**src/rtl/mux_pkg.sv**
```systemverilog
// ============================================================================
// Module      : mux_pkg
// Description : Shared constants for the N-to-1 pipelined select.
//               - occupancy state encoding of the 2-entry skid buffer
//               - default data width / input count
//               - error counter width
// Revision    : 1.0 - initial release
// ============================================================================
`default_nettype none

package mux_pkg;

    // Occupancy states: EMPTY = nothing held, ONE = output register full,
    // TWO = output register and skid register full.
    localparam logic [1:0] c_ST_EMPTY = 2'd0;
    localparam logic [1:0] c_ST_ONE   = 2'd1;
    localparam logic [1:0] c_ST_TWO   = 2'd2;

    localparam int c_DEF_SIZE = 32;
    localparam int c_DEF_NUM  = 4;
    localparam int c_ERRCNT_W = 8;

endpackage

`default_nettype wire

```
**src/rtl/skid_buf2.sv**
```systemverilog
// ============================================================================
// Module      : skid_buf2
// Description : Two-entry valid/ready skid buffer with registered ready.
//               Ports:
//                 clk, rst_n          clock, asynchronous active-low reset
//                 i_data/i_valid      upstream beat
//                 o_ready             upstream may transfer (registered)
//                 o_data/o_valid      output register contents / occupancy
//                 i_ready             downstream accepts o_data
//                 o_load              output register was loaded at last edge
// Revision    : 1.0 - initial release
// ============================================================================
`default_nettype none

module skid_buf2
    import mux_pkg::*;
#(
    parameter int WIDTH = 33
) (
    input  logic             clk,
    input  logic             rst_n,
    input  logic [WIDTH-1:0] i_data,
    input  logic             i_valid,
    output logic             o_ready,
    output logic [WIDTH-1:0] o_data,
    output logic             o_valid,
    input  logic             i_ready,
    output logic             o_load
);

    logic [1:0]       r_state;
    logic [1:0]       w_next;
    logic [WIDTH-1:0] r_out;
    logic [WIDTH-1:0] r_skid;
    logic             r_ready;
    logic             r_load;
    logic             w_in;
    logic             w_out;
    logic             w_load_in;
    logic             w_load_skid;
    logic             w_skid_we;

    assign w_in  = i_valid & r_ready;
    assign w_out = (r_state != c_ST_EMPTY) & i_ready;

    always_comb begin
        w_next      = r_state;
        w_load_in   = 1'b0;
        w_load_skid = 1'b0;
        w_skid_we   = 1'b0;
        case (r_state)
            c_ST_EMPTY: begin
                if (w_in) begin
                    w_next    = c_ST_ONE;
                    w_load_in = 1'b1;
                end
            end
            c_ST_ONE: begin
                if (w_in && !w_out) begin
                    // Downstream stalled: park the new beat behind the output.
                    w_next    = c_ST_TWO;
                    w_skid_we = 1'b1;
                end else if (!w_in && w_out) begin
                    w_next = c_ST_EMPTY;
                end else if (w_in && w_out) begin
                    w_load_in = 1'b1;
                end
            end
            c_ST_TWO: begin
                // No input can arrive here since ready was dropped.
                if (w_out) begin
                    w_next      = c_ST_ONE;
                    w_load_skid = 1'b1;
                end
            end
            default: begin
                w_next = c_ST_EMPTY;
            end
        endcase
    end

    always_ff @(posedge clk or negedge rst_n) begin
        if (!rst_n) begin
            r_state <= c_ST_EMPTY;
            r_out   <= '0;
            r_skid  <= '0;
            r_ready <= 1'b1;
            r_load  <= 1'b0;
        end else begin
            r_state <= w_next;
            r_ready <= (w_next != c_ST_TWO);
            r_load  <= w_load_in | w_load_skid;
            if (w_load_in) begin
                r_out <= i_data;
            end else if (w_load_skid) begin
                r_out <= r_skid;
            end
            if (w_skid_we) begin
                r_skid <= i_data;
            end
        end
    end

    assign o_ready = r_ready;
    assign o_data  = r_out;
    assign o_valid = (r_state != c_ST_EMPTY);
    assign o_load  = r_load;

endmodule

`default_nettype wire

```
**src/rtl/mux_nto1_pipe.sv**
```systemverilog
// ============================================================================
// Module      : mux_nto1_pipe
// Description : Parametrised N-to-1 select with registered, valid/ready
//               flow-controlled output (one-cycle latency, 2-entry skid).
//               Out-of-range selects deliver the last in-range value and
//               pulse err_o when that beat first appears on data_o.
//               Optional macro MUX_ERRCNT_EN builds the saturating error
//               counter on err_cnt_o; otherwise err_cnt_o is tied to zero.
//               Ports:
//                 clk_i, rst_i        clock, asynchronous active-low reset
//                 data_i              NUM packed words of SIZE bits
//                 select_i, valid_i   input index and beat valid
//                 ready_o             upstream may transfer (registered)
//                 data_o, valid_o     selected data (registered) / valid
//                 ready_i             downstream accepts data_o
//                 err_o               one-cycle pulse, out-of-range beat
//                 err_cnt_o           out-of-range beat count (saturating)
// Revision    : 1.0 - initial release
// ============================================================================
`default_nettype none

module mux_nto1_pipe
    import mux_pkg::*;
#(
    parameter int SIZE  = c_DEF_SIZE,
    parameter int NUM   = c_DEF_NUM,
    parameter int SEL_W = $clog2(NUM)
) (
    input  logic                  clk_i,
    input  logic                  rst_i,
    input  logic [NUM*SIZE-1:0]   data_i,
    input  logic [SEL_W-1:0]      select_i,
    input  logic                  valid_i,
    output logic                  ready_o,
    output logic [SIZE-1:0]       data_o,
    output logic                  valid_o,
    input  logic                  ready_i,
    output logic                  err_o,
    output logic [c_ERRCNT_W-1:0] err_cnt_o
);

    localparam logic [SEL_W:0] c_NUM_EXT = (SEL_W + 1)'(NUM);

    logic [SIZE-1:0] w_word [NUM];
    logic [SIZE-1:0] w_sel_word;
    logic [SIZE-1:0] r_last;
    logic            w_in_range;
    logic            w_accept;
    logic [SIZE:0]   w_beat;
    logic [SIZE:0]   w_out_beat;
    logic            w_load;

    for (genvar gi = 0; gi < NUM; gi++) begin : g_unpack
        assign w_word[gi] = data_i[gi*SIZE +: SIZE];
    end

    // Compare-and-pick avoids indexing past NUM-1 when NUM is not a power of 2.
    always_comb begin
        w_sel_word = '0;
        for (int k = 0; k < NUM; k++) begin
            if (select_i == SEL_W'(k)) begin
                w_sel_word = w_word[k];
            end
        end
    end

    assign w_in_range = ({1'b0, select_i} < c_NUM_EXT);
    assign w_accept   = valid_i & ready_o;

    // MSB carries the error flag alongside the data through the buffer.
    assign w_beat = {~w_in_range, (w_in_range ? w_sel_word : r_last)};

    always_ff @(posedge clk_i or negedge rst_i) begin
        if (!rst_i) begin
            r_last <= '0;
        end else if (w_accept && w_in_range) begin
            r_last <= w_sel_word;
        end
    end

    skid_buf2 #(
        .WIDTH (SIZE + 1)
    ) u_skid (
        .clk     (clk_i),
        .rst_n   (rst_i),
        .i_data  (w_beat),
        .i_valid (valid_i),
        .o_ready (ready_o),
        .o_data  (w_out_beat),
        .o_valid (valid_o),
        .i_ready (ready_i),
        .o_load  (w_load)
    );

    assign data_o = w_out_beat[SIZE-1:0];
    // Only the first cycle a flagged beat sits in the output register counts,
    // so a stalled beat pulses once.
    assign err_o  = w_load & w_out_beat[SIZE];

`ifdef MUX_ERRCNT_EN
    logic [c_ERRCNT_W-1:0] r_err_cnt;

    always_ff @(posedge clk_i or negedge rst_i) begin
        if (!rst_i) begin
            r_err_cnt <= '0;
        end else if (err_o && (r_err_cnt != {c_ERRCNT_W{1'b1}})) begin
            r_err_cnt <= r_err_cnt + c_ERRCNT_W'(1);
        end
    end

    assign err_cnt_o = r_err_cnt;
`else
    assign err_cnt_o = '0;
`endif

endmodule

`default_nettype wire

```
**config.mk**
```make
export PLATFORM = sky130hd
export DESIGN_NAME = mux_nto1_pipe
export DESIGN_NICKNAME = d
export VERILOG_FILES = /design/src/rtl/mux_pkg.sv /design/src/rtl/skid_buf2.sv /design/src/rtl/mux_nto1_pipe.sv
export SDC_FILE = /design/constraint.sdc
export NUM_CORES = 1
export LEC_CHECK = 0
export ABC_AREA = 1
export BUFFER_PORTS_ARGS = -buffer_cell sky130_fd_sc_hd__buf_2
export CAP_MARGIN = 0
export CORE_MARGIN = 8
export CORE_UTILIZATION = 43
export DETAILED_ROUTE_END_ITERATION = 8
export PLACE_DENSITY = 0.83
export SLEW_MARGIN = 20
export SYNTH_ARGS = -nofsm -noshare
export SYNTH_HDL_FRONTEND = slang
export SYNTH_SLANG_ARGS = --single-unit
```
**constraint.sdc**
```tcl
create_clock -name clk_i -period 1.4 [get_ports clk_i]
set_clock_uncertainty 0.15 [all_clocks]
set_input_delay 0.28 -clock clk_i [delete_from_list [all_inputs] [get_ports clk_i]]
set_output_delay 0.28 -clock clk_i [all_outputs]
set_load 0.005 [all_outputs]
```
# Yosys cells after proc, flatten, opt, wreduce, memory -nomap -nowiden
# Cells that the tools add are included.
totals:
  regBits: 69
  input_bits: 134
  output_inout_bits: 43
classes:
  eq_ne: 6
  mux: 20
  bitwise_logic: 4
  n_reduce_logical: 9
ops:
  columns: ["op", "n"]
  rows:
  - ["32-bit 2-to-1 mux", 4]
  - ["33-bit 2-to-1 mux", 2]
  - ["1-bit 2-to-1 mux", 8]
  - ["2-bit 2-to-1 mux", 4]
  - ["2-bit equality test, second input constant", 3]
  - ["2-bit case mux with 3 select lines", 1]
  - ["2-bit by 1-bit equality test with 1-bit output, second input constant", 2]
  - ["2-bit logical NOT", 2]
  - ["2-bit nonzero test", 2]
  - ["1-bit bitwise AND", 3]
  - ["1-bit logical AND", 3]
  - ["1-bit logical NOT", 2]
  - ["2-bit inequality test, second input constant", 1]
  - ["1-bit case mux with 2 select lines", 1]
  - ["1-bit bitwise OR", 1]

# Longest topological paths before layout
# Gate-level depths: netlist of run 1.
logic_depth:
  depth_word: 8
  depth_mapped: 9

# Hierarchy
# A second synthesis of run 1 with hierarchy kept.
unflattened:
  hier_cells: 620
  hier_area_um2: 4528.1
modules_own_cells:
  columns: ["mod", "instances", "cells_each", "area_each_um2", "seq_area_each_um2"]
  rows:
  - ["skid_buf2", 1, 423, 3488.3, 1752.9]
  - ["mux_nto1_pipe", 1, 197, 1039.7, 0.0]

# Worst setup path before layout of run 1
# OpenSTA, ideal clock, no wires.
synth_timing:
  path_type: "reg2reg"
  start: "reg u_skid.r_ready (netlist: u_skid.o_ready)"
  end: "reg u_skid.r_skid[27]"
  setup_time_ns: 0.123
  arrival_time_ns: 1.308
  required_ns: 1.127
  slack_ns: -0.181
  path_stages_with_launch: 8
  period_less_slack_ns: 1.581
  cell_sequence: "dfstp_2 -> nand2_1 -> nor3_4 -> inv_2 -> buf_6 -> buf_6 -> nand2_1 -> o21ai_1"
synth_via:
  elab_chain_cells: 4
synth_rtl:
  columns: ["element", "line_no", "source"]
  rows:
  - ["start, declared", "skid_buf2.sv:35", "logic r_ready;"]
  - ["start signal, assigned", "skid_buf2.sv:91", "r_ready <= (w_next != c_ST_TWO);"]
  - ["1-bit bitwise AND", "skid_buf2.sv:43", "assign w_in = i_valid & r_ready;"]
  - ["1-bit logical AND", "skid_buf2.sv:59", "if (w_in && !w_out) begin"]
  - ["1-bit 2-to-1 mux", "skid_buf2.sv:59", null]
  - ["1-bit 2-to-1 mux", "skid_buf2.sv:51", "case (r_state)"]
  - ["end signal, assigned", "skid_buf2.sv:99", "r_skid <= i_data;"]
  - ["end, declared", "skid_buf2.sv:34", "logic [WIDTH-1:0] r_skid;"]
# No other way between the ends.
# A chain may end at the register's enable or synchronous reset.

# Worst setup path in the final report of run 1
layout_timing:
  start: "reg u_skid.r_state[0]"
  end: "reg u_skid.r_out[12] (netlist: u_skid.o_data[12])"
layout_via:
  elab_chain_cells: 8
  elab_cells_between_ends: 17
  cone_classes: "eq/ne: 2; mux: 7; bitwise: 1; reduce/logical: 7"
layout_rtl:
  columns: ["element", "line_no", "source"]
  rows:
  - ["start, declared", "skid_buf2.sv:31", "logic [1:0] r_state;"]
  - ["start signal, assigned", "skid_buf2.sv:84", "r_state <= c_ST_EMPTY;"]
  - ["start signal, assigned", "skid_buf2.sv:90", "r_state <= w_next;"]
  - ["2-bit nonzero test", "skid_buf2.sv:44", "assign w_out = (r_state != c_ST_EMPTY) & i_ready;"]
  - ["1-bit bitwise AND", "skid_buf2.sv:44", null]
  - ["1-bit logical AND", "skid_buf2.sv:65", "end else if (w_in && w_out) begin"]
  - ["1-bit 2-to-1 mux", "skid_buf2.sv:65", null]
  - ["1-bit 2-to-1 mux", "skid_buf2.sv:63", "end else if (!w_in && w_out) begin"]
  - ["1-bit 2-to-1 mux", "skid_buf2.sv:59", null]
  - ["1-bit case mux with 2 select lines", "skid_buf2.sv:51", null]
  - ["33-bit 2-to-1 mux or 2-bit nonzero test (tied branches)", null, null]
  - ["end signal, assigned", "skid_buf2.sv:94", "r_out <= i_data;"]
  - ["end signal, assigned", "skid_buf2.sv:96", "r_out <= r_skid;"]
  - ["end, declared", "skid_buf2.sv:33", "logic [WIDTH-1:0] r_out;"]
# Parallel ways exist; a longest one is shown, timed or not.

==> results of run 1 <==
[critical path, delay by kind of cell (launching register included)]
kind                   cells  cell delay [ns]
flip-flops                 1             0.40
AO/OA/AOI/OAI              1             0.07
AND/OR/NAND/NOR            4             0.42
buffers and inverters      3             0.41
[worst max path at each step]
stage	start	endpoint	slack, ns	depth (start not counted)
CTS	u_skid.r_state[0]	valid_o	-0.10	4
detailed placement	u_skid.o_ready	u_skid.o_data[8]	-0.14	7
finish	u_skid.r_state[0]	u_skid.o_data[12]	-0.17	8
global placement	select_i[0]	u_skid.o_data[0]	-0.09	10
floorplan	u_skid.o_ready	u_skid.r_skid[27]	-0.11	7
global route	u_skid.r_state[0]	u_skid.o_data[19]	-0.30	7
[registers in the layout (all words and copies together) (netlist names)]
register        count
u_skid.o_data      32
u_skid.r_state      2
u_skid.r_skid      32
u_skid.o_ready      1
[logic make-up after synthesis]
group / synth area share (%)
DFF: 42.18
other: 0.09428
buffers and inverters: 9.563
and+or+nand+nor: 37.31
AOI/OAI and AO/OA: 10.85
[final cells by class]
| type | count | area share (%) |
|---|---|---|
| Sequential cell | 67 | 28.38 |
| Inverter | 38 | 2.770 |
| Clock buffer | 9 | 2.093 |
| Tap cell | 111 | 2.347 |
| Multi-Input combinational cell | 434 | 37.34 |
| Clock inverter | 7 | 2.093 |
| Timing Repair Buffer | 217 | 24.97 |
[metrics by stage]
step	hold slack, ns	cell area (sq um)
3_5_place_dp	0.1829	5132
2_1_floorplan	-0.1656	4020
5_1_grt	0.1185	5917
3_3_place_gp	0.1841	5132
4_1_cts	0.09686	5573
6_report	0.1223	5917
[power by group through the flow]
stage | clock, uW | sequential (uW) | combinational, uW
floorplan | 0 | 3340 | 1810
global placement | 0 | 3340 | 3110
detailed placement | 0 | 3360 | 3200
CTS | 2040 | 3340 | 3560
global route | 2140 | 3560 | 4540
finish | 2010 | 3450 | 4110
[Yosys cell counts, drive strengths merged]
cell	n
nand2	215
dfrtp	66
nor2	22
nor3	1
conb	1
buf	29
inv	38
o21ai	76
o22ai	1
nand3	69
dfstp	1
or2	32
clkbuf	12
a21oi	9
[what timing repair did]
action,CTS,global route
cloned,2,6
buffers inserted,6,1
hold endpoints to repair,66,0
gates resized for setup,36,69
pin swaps,8,30
setup endpoints to repair,68,69
hold buffers,1,0
[metal layers]
metal	wire length (um)	global-route usage (%)	part of all wire, %
met1	5710	24.56	40
met2	7055	35.25	50
met3	1080	5.153	7.6
met4	365	7.464	2.6
met5	10	0	0.070
==> results.toml, run 1 <==
[yosys]
yosysUniqueCellTypes = 26
synth.largest_area_cell = "dfrtp_1"
synth.avg_cell_area_sq_um = 6.954
synthCells = 572
yosysTopAreaCellShare_pct = 41.52
syn_area_sq_mm = 0.003978
ys_warn_count = 0
netlist_top_cells_area = "dfrtp_1 (42%), nand2_1 (20%), nand3_1 (8.4%)"
ys_seq_elements = 67
ys_seq_area_share_pct = 42.18

[worst_setup_path]
slowest_delay_ns = 0.40
path_class = "reg2reg"
critical-path-slowest-cell = "dfrtp_1"
r2r_start = "u_skid.r_state[0]"
cp_data_required_time_ns = 1.48
reg2regPathDepth = 8
rrSetupSlack_ns = -0.17
r2r_end = "u_skid.o_data[12]"
end_kind = "register"
cp_cell_sequence = "inv_2 -> buf_6 -> nand3_4 -> clkbuf_16 -> nand2_2 -> nand2_1 -> nor2_1 -> a21oi_2"
crit_fanout = 6
cp.arrival_ns = 1.64
start_kind = "register"

[power_and_ir_drop]
power_density_mw_per_mm2 = 1618
clkPwrFrac_pct = 21.0
peakVddDrop_uv = 801.0
power.internal_uw = 5959
netSwitchingFraction_pct = 37.74
power_switching_uw = 3612
power.leakage_uw = 0.003071
sequentialPowerShare_pct = 36.1
pwr-share-comb_pct = 42.9
power_uw = 9572

[clocking]
clkTransAtPathRegs_ns = 0.08
cts_sinks = 67
cts_tree = "built"
cts_root_buf = "clkbuf_8"
h-tree-depth = 3
cts_buffers = 9
insertion_delay_ns = 0.34
clock_path_buffers = 2

[timing]
finalMaxSlewViolations = 0
fin_crit_ns = 1.566
fmax_ghz = 0.6385
finalHoldViolCount = 0
fin_ws_ns = -0.1661
rsz0062_at_grt = "true"
fin_setup_tns_ns = -6.425
min_period_over_period_pct = 111.9
finalSetupViolations = 68

[finish]
layout.nets = 901
num_antenna_cells = 0
most-common-layout-cells = "nand2_1 (180), buf_2 (166), dfrtp_1 (65)"
multi_input_comb_area_sq_mm = 0.002210
fin_util_pct = 64.96
layout_commonest_cell = "nand2_1"
seq_area_sq_mm = 0.001679
n_fill_cell = 813
instances_no_fill = 883
syn2layout_area_growth_pct = 48.76
layout-drive-gt1-share_pct = 42.49

[grt]
track_usage_pct = 20.62
grt_overflow = 0
grt_pass1_wl_mm = 21.22
grt_pass1_vias = 4379
grt_antenna_before_repair = 1
grt_max_degree = 68

[route]
wl_mm = 14.22
drc = 0
initialDrtViolationCount = 252
wl_per_cell_um = 16.11
viasPerCell = 5.138
ant_nets = 0
via_count = 4537
first_pass_iters = 6

[run_status]
violations = "setup timing"
status = "complete, but fails checks"

[floorplan]
die-area_sq_mm = 0.01258
core-area_sq_mm = 0.009109
die_y_um = 112.2
row_count = 35
pin_count = 177
dieWidth_um = 112.2
initial_utilization_pct = 43.67

[run]
drv_cap = 0

[place]
dpl_worst_slack_ns = -0.1403
place_congestion = 0.8137
dp.cells = 853
dp_hpwl_mm = 9.567
port_buffers = 167

[hold_path]
holdCritStartpoint = "ready_i"
worstHoldPathType = "in2reg"
min_to = "u_skid.r_state[1]"
holdPathStages = 3
Note: power is estimated with default switching activity, not from simulation.
==> run 2: changes to the inputs <==
==> constraint.sdc (replaced) <==
create_clock -name clk_i -period 1.4 [get_ports clk_i]
set_clock_uncertainty 0.15 [all_clocks]
set_input_delay 0.21 -clock clk_i [delete_from_list [all_inputs] [get_ports clk_i]]
set_output_delay 0.21 -clock clk_i [all_outputs]
set_load 0.005 [all_outputs]
==> run 2 against run 1 <==
- the run still ends with setup timing left
- global-route usage barely moved
- routed wire length is 6.9% lower
- largest cell class unchanged
- combinational power decreased by 12%
- highest routed layer is now met4
- worst setup slack gained 0.052 ns
- count of clock-buffer cells in the layout rose by 1
- sequential share of layout area rose by 1.3 points
==> results.toml, run 2 (synthesis results as in run 1) <==
[power_and_ir_drop]
power_density_mw_per_mm2 = 1559
peakVddDrop_uv = 765.4
power.leakage_uw = 0.003002

[route]
ant_nets = 0
via_count = 4371
wl_per_cell_um = 15.12
first_pass_iters = 5
viasPerCell = 4.990
drc = 0
wl_mm = 13.25
initialDrtViolationCount = 236

[place]
place_area_sq_mm = 0.005135
port_buffers = 167
dp_hpwl_mm = 9.856
dp.cells = 855
place_congestion = 0.8181

[timing]
finalSetupViolations = 67
min_period_over_period_pct = 108.2
fin_crit_ns = 1.514
fmax_ghz = 0.6604
fin_ws_ns = -0.1143
rsz0062_at_grt = "true"
finalMaxSlewViolations = 0
finalHoldViolCount = 0

[grt]
grt_max_degree = 38
use_met2_pct = 35.77
grt_overflow = 0
busiest_layer = "met2"
track_usage_pct = 20.59
grt_use_met3_pct = 6.173
grt_pass1_wl_mm = 21.11
grt_antenna_before_repair = 0
grt_pass1_vias = 4400
met1_usage_pct = 23.90

[finish]
design_area_sq_mm = 0.005659
seq_area_sq_mm = 0.001679
layout_commonest_cell = "nand2_1"
layout.nets = 894
n_fill_cell = 847
most-common-layout-cells = "nand2_1 (195), buf_2 (166), dfrtp_1 (65)"
fin_util_pct = 62.13
num_antenna_cells = 0
multi_input_comb_area_sq_mm = 0.002128
layout-drive-gt1-share_pct = 38.43
syn2layout_area_growth_pct = 42.28
instances_no_fill = 876

[worst_setup_path]
cp.arrival_ns = 1.60
critical-path-slowest-cell = "dfstp_2"
end_kind = "register"
path_class = "reg2reg"
slowest_delay_ns = 0.56
cp_data_required_time_ns = 1.48
crit_fanout = 18
start_kind = "register"
cp_cell_sequence = "nand2_4 -> nor3_4 -> inv_2 -> clkbuf_16 -> nand2_1 -> o21ai_1"

[floorplan]
dieWidth_um = 112.2
pin_count = 177
die_y_um = 112.2
die-area_sq_mm = 0.01258
initial_utilization_pct = 43.67
core-area_sq_mm = 0.009109
row_count = 35

[clocking]
cts_tree = "built"
cts_root_buf = "clkbuf_8"
insertion_delay_ns = 0.34
clock_path_buffers = 2
cts_sinks = 67
cts_buffers = 9
h-tree-depth = 3
clkTransAtPathRegs_ns = 0.07

[run_status]
violations = "setup timing"
status = "complete, but fails checks"

[run]
drv_cap = 0

[hold_path]
worstHoldPathType = "in2reg"
-- run 2: worst paths after layout --
kind | start | to | slack (ns) | cells after the start
worst max-delay path | u_skid.o_ready | u_skid.r_skid[2] | -0.11 | 6
worst min-delay path | ready_i | u_skid.r_state[1] | 0.04 | 3
max in group asynchronous | rst_i | u_skid.r_skid[11] | 0.44 | 3
worst max register to register | u_skid.o_ready | u_skid.r_skid[2] | -0.11 | 6
worst min register to register | u_skid.o_data[10] | u_skid.o_data[10] | 0.33 | 2
min in group asynchronous | rst_i | u_skid.r_skid[15] | 0.15 | 2
-- run 2: metal layers --
metal | part of all wire (%) | wire (um)
met1 | 40 | 5296
met2 | 51 | 6764
met3 | 7.8 | 1032
met4 | 1.1 | 151
met5 | 0 | 0
-- run 2: where the power goes --
| group | internal [uW] | switching, uW | total [uW] |
|---|---|---|---|
| combinational | 1640 | 1990 | 3620 |
| sequential | 2850 | 524 | 3370 |
| clock | 1050 | 777 | 1830 |
-- run 2: per-stage QoR --
| stage | TNS (ns) | setup WS (ns) | total power [uW] | hold slack [ns] |
|---|---|---|---|---|
| after floorplan | -2.696 | -0.1079 | 5140 | -0.2356 |
| after detailed placement | -3.858 | -0.1395 | 6559 | -0.01827 |
| after CTS | -2.409 | -0.07805 | 8508 | 0.02086 |
| after global routing | -8.422 | -0.1562 | 9540 | 0.04731 |
| final | -5.031 | -0.1143 | 8825 | 0.04203 |
| after global placement | -2.022 | -0.08725 | 6465 | -0.01651 |
-- run 2: final cells by class --
| cell class | count | area share (%) |
|---|---|---|
| Clock buffer | 10 | 2.432 |
| Clock inverter | 6 | 1.570 |
| Inverter | 38 | 2.786 |
| Multi-Input combinational cell | 434 | 37.61 |
| Sequential cell | 67 | 29.67 |
| Tap cell | 111 | 2.454 |
| Timing Repair Buffer | 210 | 23.48 |
-- run 2: repair_timing --
item	4_1_cts	5_1_grt
hold buffers	1	0
endpoints found under the setup margin	67	68
resized for setup	19	45
pin swaps	0	11
cloned	0	2
buffers inserted	3	0
endpoints found under the hold margin	66	0
-- run 2: worst max-delay path, delay by kind of cell, from the launching register on --
family	cells	cell delay (ns)
flops	1	0.56
compound gates	1	0.06
simple gates	3	0.31
buf+inv	2	0.32
==> run 3: changes to the inputs <==
ABC_AREA = 0   (was 1)
CORE_UTILIZATION = 42   (was 43)
==> run 3 against run 2 <==
- fmax fell by 11%
- the run still ends with setup timing left
- largest power group unchanged
- largest cell class unchanged
- clock power about the same
- final cell count is 30% lower
==> results.toml, run 3 <==
[yosys]
netlist_top_cells_area = "dfrtp_1 (45%), mux4_2 (18%), mux2_2 (9.8%)"
ys_seq_area_share_pct = 45.67
synth.largest_area_cell = "dfrtp_1"
async_flop_share_pct = 100.0
ys_seq_elements = 67
ys_warn_count = 0
synthCells = 298
yosysUniqueCellTypes = 29
yosysTopAreaCellShare_pct = 44.96
synthFlopType = "dfrtp_1"
yosysMostFrequentCell = "dfrtp_1"
syn_area_sq_mm = 0.003674
synth_edf_count = 0
synthTopCellsByCount = "dfrtp_1 (66), nand2_1 (54), mux2_2 (32), mux4_2 (30)"
synth.avg_cell_area_sq_um = 12.33

[route]
initialDrtViolationCount = 210
via_count = 3461
ant_nets = 0
first_pass_iters = 4
wl_per_cell_um = 21.93
wl_mm = 13.46
viasPerCell = 5.637
drc = 0

[finish]
layout-drive-gt1-share_pct = 67.13
syn2layout_area_growth_pct = 61.21
instances_no_fill = 614
layout_commonest_cell = "buf_2"
design_area_sq_mm = 0.005922
layout.nets = 634
most-common-layout-cells = "buf_2 (165), dfrtp_1 (65), nand2_1 (53)"

[floorplan]
core-area_sq_mm = 0.008593
die_y_um = 109.5
dieWidth_um = 109.5
initial_utilization_pct = 42.75
die-area_sq_mm = 0.01199
pin_count = 177
row_count = 34

[worst_setup_path]
cp.arrival_ns = 1.78
reg2regPathDepth = 5
r2r_start = "u_skid.o_ready"
cp_data_required_time_ns = 1.49
cp-startpoint = "u_skid.o_ready"
path_class = "reg2reg"
crit_family = "flip-flops"
slowest_delay_ns = 0.54
critical-path-slowest-cell = "dfstp_2"
cp-endpoint = "u_skid.r_skid[7]"
path_buf_inv = 2
start_kind = "register"
crit_fanout = 9
rrSetupSlack_ns = -0.29
cp_cell_sequence = "nand3b_1 -> nor2_4 -> buf_4 -> buf_12 -> mux2_4"
end_kind = "register"
r2r_end = "u_skid.r_skid[7]"
crit_cells = 5

[power_and_ir_drop]
peakVddDrop_uv = 772.7
pwr-share-comb_pct = 47.8
power.leakage_uw = 0.002714
power_uw = 10190
power_switching_uw = 3424
clkPwrFrac_pct = 18.1
netSwitchingFraction_pct = 33.61
power_density_mw_per_mm2 = 1720
power.internal_uw = 6764
sequentialPowerShare_pct = 34.2

[grt]
grt_pass1_wl_mm = 19.65
grt_overflow = 0
grt_max_degree = 68
track_usage_pct = 21.48
grt_pass1_vias = 3939
grt_antenna_before_repair = 0

[timing]
finalMaxSlewViolations = 0
finalSetupViolations = 69
finalHoldViolCount = 0
fmax_ghz = 0.5909
fin_crit_ns = 1.692
rsz0062_at_grt = "true"
holdWs_ns = 0.1129
fin_ws_ns = -0.2922
min_period_over_period_pct = 120.9

[clocking]
cts_buffers = 9
cts_tree = "built"
clkTransAtPathRegs_ns = 0.08
clock_path_buffers = 2
cts_sinks = 67
h-tree-depth = 3
cts_root_buf = "clkbuf_8"
insertion_delay_ns = 0.35

[hold_path]
worstHoldPathType = "in2reg"

[place]
dp_hpwl_mm = 8.812
place_area_sq_mm = 0.004833
port_buffers = 167
dp.cells = 575
place_congestion = 0.7630

[run]
drv_cap = 0

[run_status]
status = "complete, but fails checks"
violations = "setup timing"
## run 3: cell count changes in the layout (fill, tap and decap cells not counted), moves of 12 or more
cell / before / now
or2_2: 17 / 0
nand3_1: 56 / 0
nand2_1: 195 / 53
nor3_2: 0 / 15
mux2_4: 0 / 32
o21ai_0: 49 / 0
nor2_1: 20 / 0
o21ai_1: 23 / 0
inv_1: 29 / 1
a31oi_1: 0 / 17
nand2_2: 16 / 0
buf_4: 26 / 14
mux4_2: 0 / 31
## run 3: power by group through the flow
stage	clock (uW)	combinational (uW)	sequential, uW
2_1_floorplan	0	1870	3390
3_3_place_gp	0	3110	3380
3_5_place_dp	0	3230	3450
4_1_cts	1850	4020	3430
5_1_grt	1950	5200	3590
6_report	1840	4870	3480
## run 3: cell families (layout without fill, tap and decap cells)
kind of cell,Yosys count,in the layout,synth area share (%)
buffers and inverters,33,231,5.688
and+or+nand+nor,96,97,11.92
DFF,67,67,45.67
other,1,10,0.1021
AOI/OAI and AO/OA,36,36,6.710
muxes,65,65,29.90
## run 3: through the flow
stage	util, %	setup slack, ns	TNS [ns]
after floorplan	-	-0.1919	-9.038
after global placement	56.25	-0.2955	-13.21
after detailed placement	56.25	-0.3125	-15.56
after CTS	63.82	-0.2702	-14.77
after global routing	68.88	-0.3178	-17.93
final	68.91	-0.2922	-15.64
## run 3: per-layer routing
metal  global-route usage (%)  vias to the layer above  wire (um)
li1                         -                     1514          -
met1                    23.95                     1751       4990
met2                    37.12                      177       7023
met3                    7.620                       19       1273
met4                    7.715                        0        176
met5                        0                        -          0
## run 3: final cells by class
| type | instances | area (sq um) |
|---|---|---|
| diodes | 1 | 2.502 |
| clock buffers | 10 | 137.6 |
| clock inverters | 6 | 88.84 |
| fillers | 617 | 2671 |
| inverters | 1 | 3.754 |
| multi-input cells | 207 | 2335 |
| flip-flops and latches | 67 | 1679 |
| well taps | 108 | 135.1 |
| repair buffers | 214 | 1540 |
## run 3: worst register-to-register path: stages (launching register included)
cell and delay [ns]:
dfstp_2 0.54, nand3b_1 0.14, nor2_4 0.16, buf_4 0.14, buf_12 0.14, mux2_4 0.32
## run 3: timing repair
action	CTS	global route
hold buffers	1	0
hold endpoints to repair	66	0
setup buffers	10	5
gates cloned	7	3
resized for setup	39	75
pin swaps	10	14
endpoints found under the setup margin	69	69
## run 3: worst min path at each step
stage,cells past startpoint,startpoint,endpoint
after floorplan,0,rst_i,u_skid.o_data[0]
after global placement,2,rst_i,u_skid.r_skid[6]
after detailed placement,2,rst_i,u_skid.r_skid[6]
after CTS,3,ready_i,u_skid.r_state[0]
after global routing,3,ready_i,u_skid.r_state[0]
final,3,ready_i,u_skid.r_state[0]
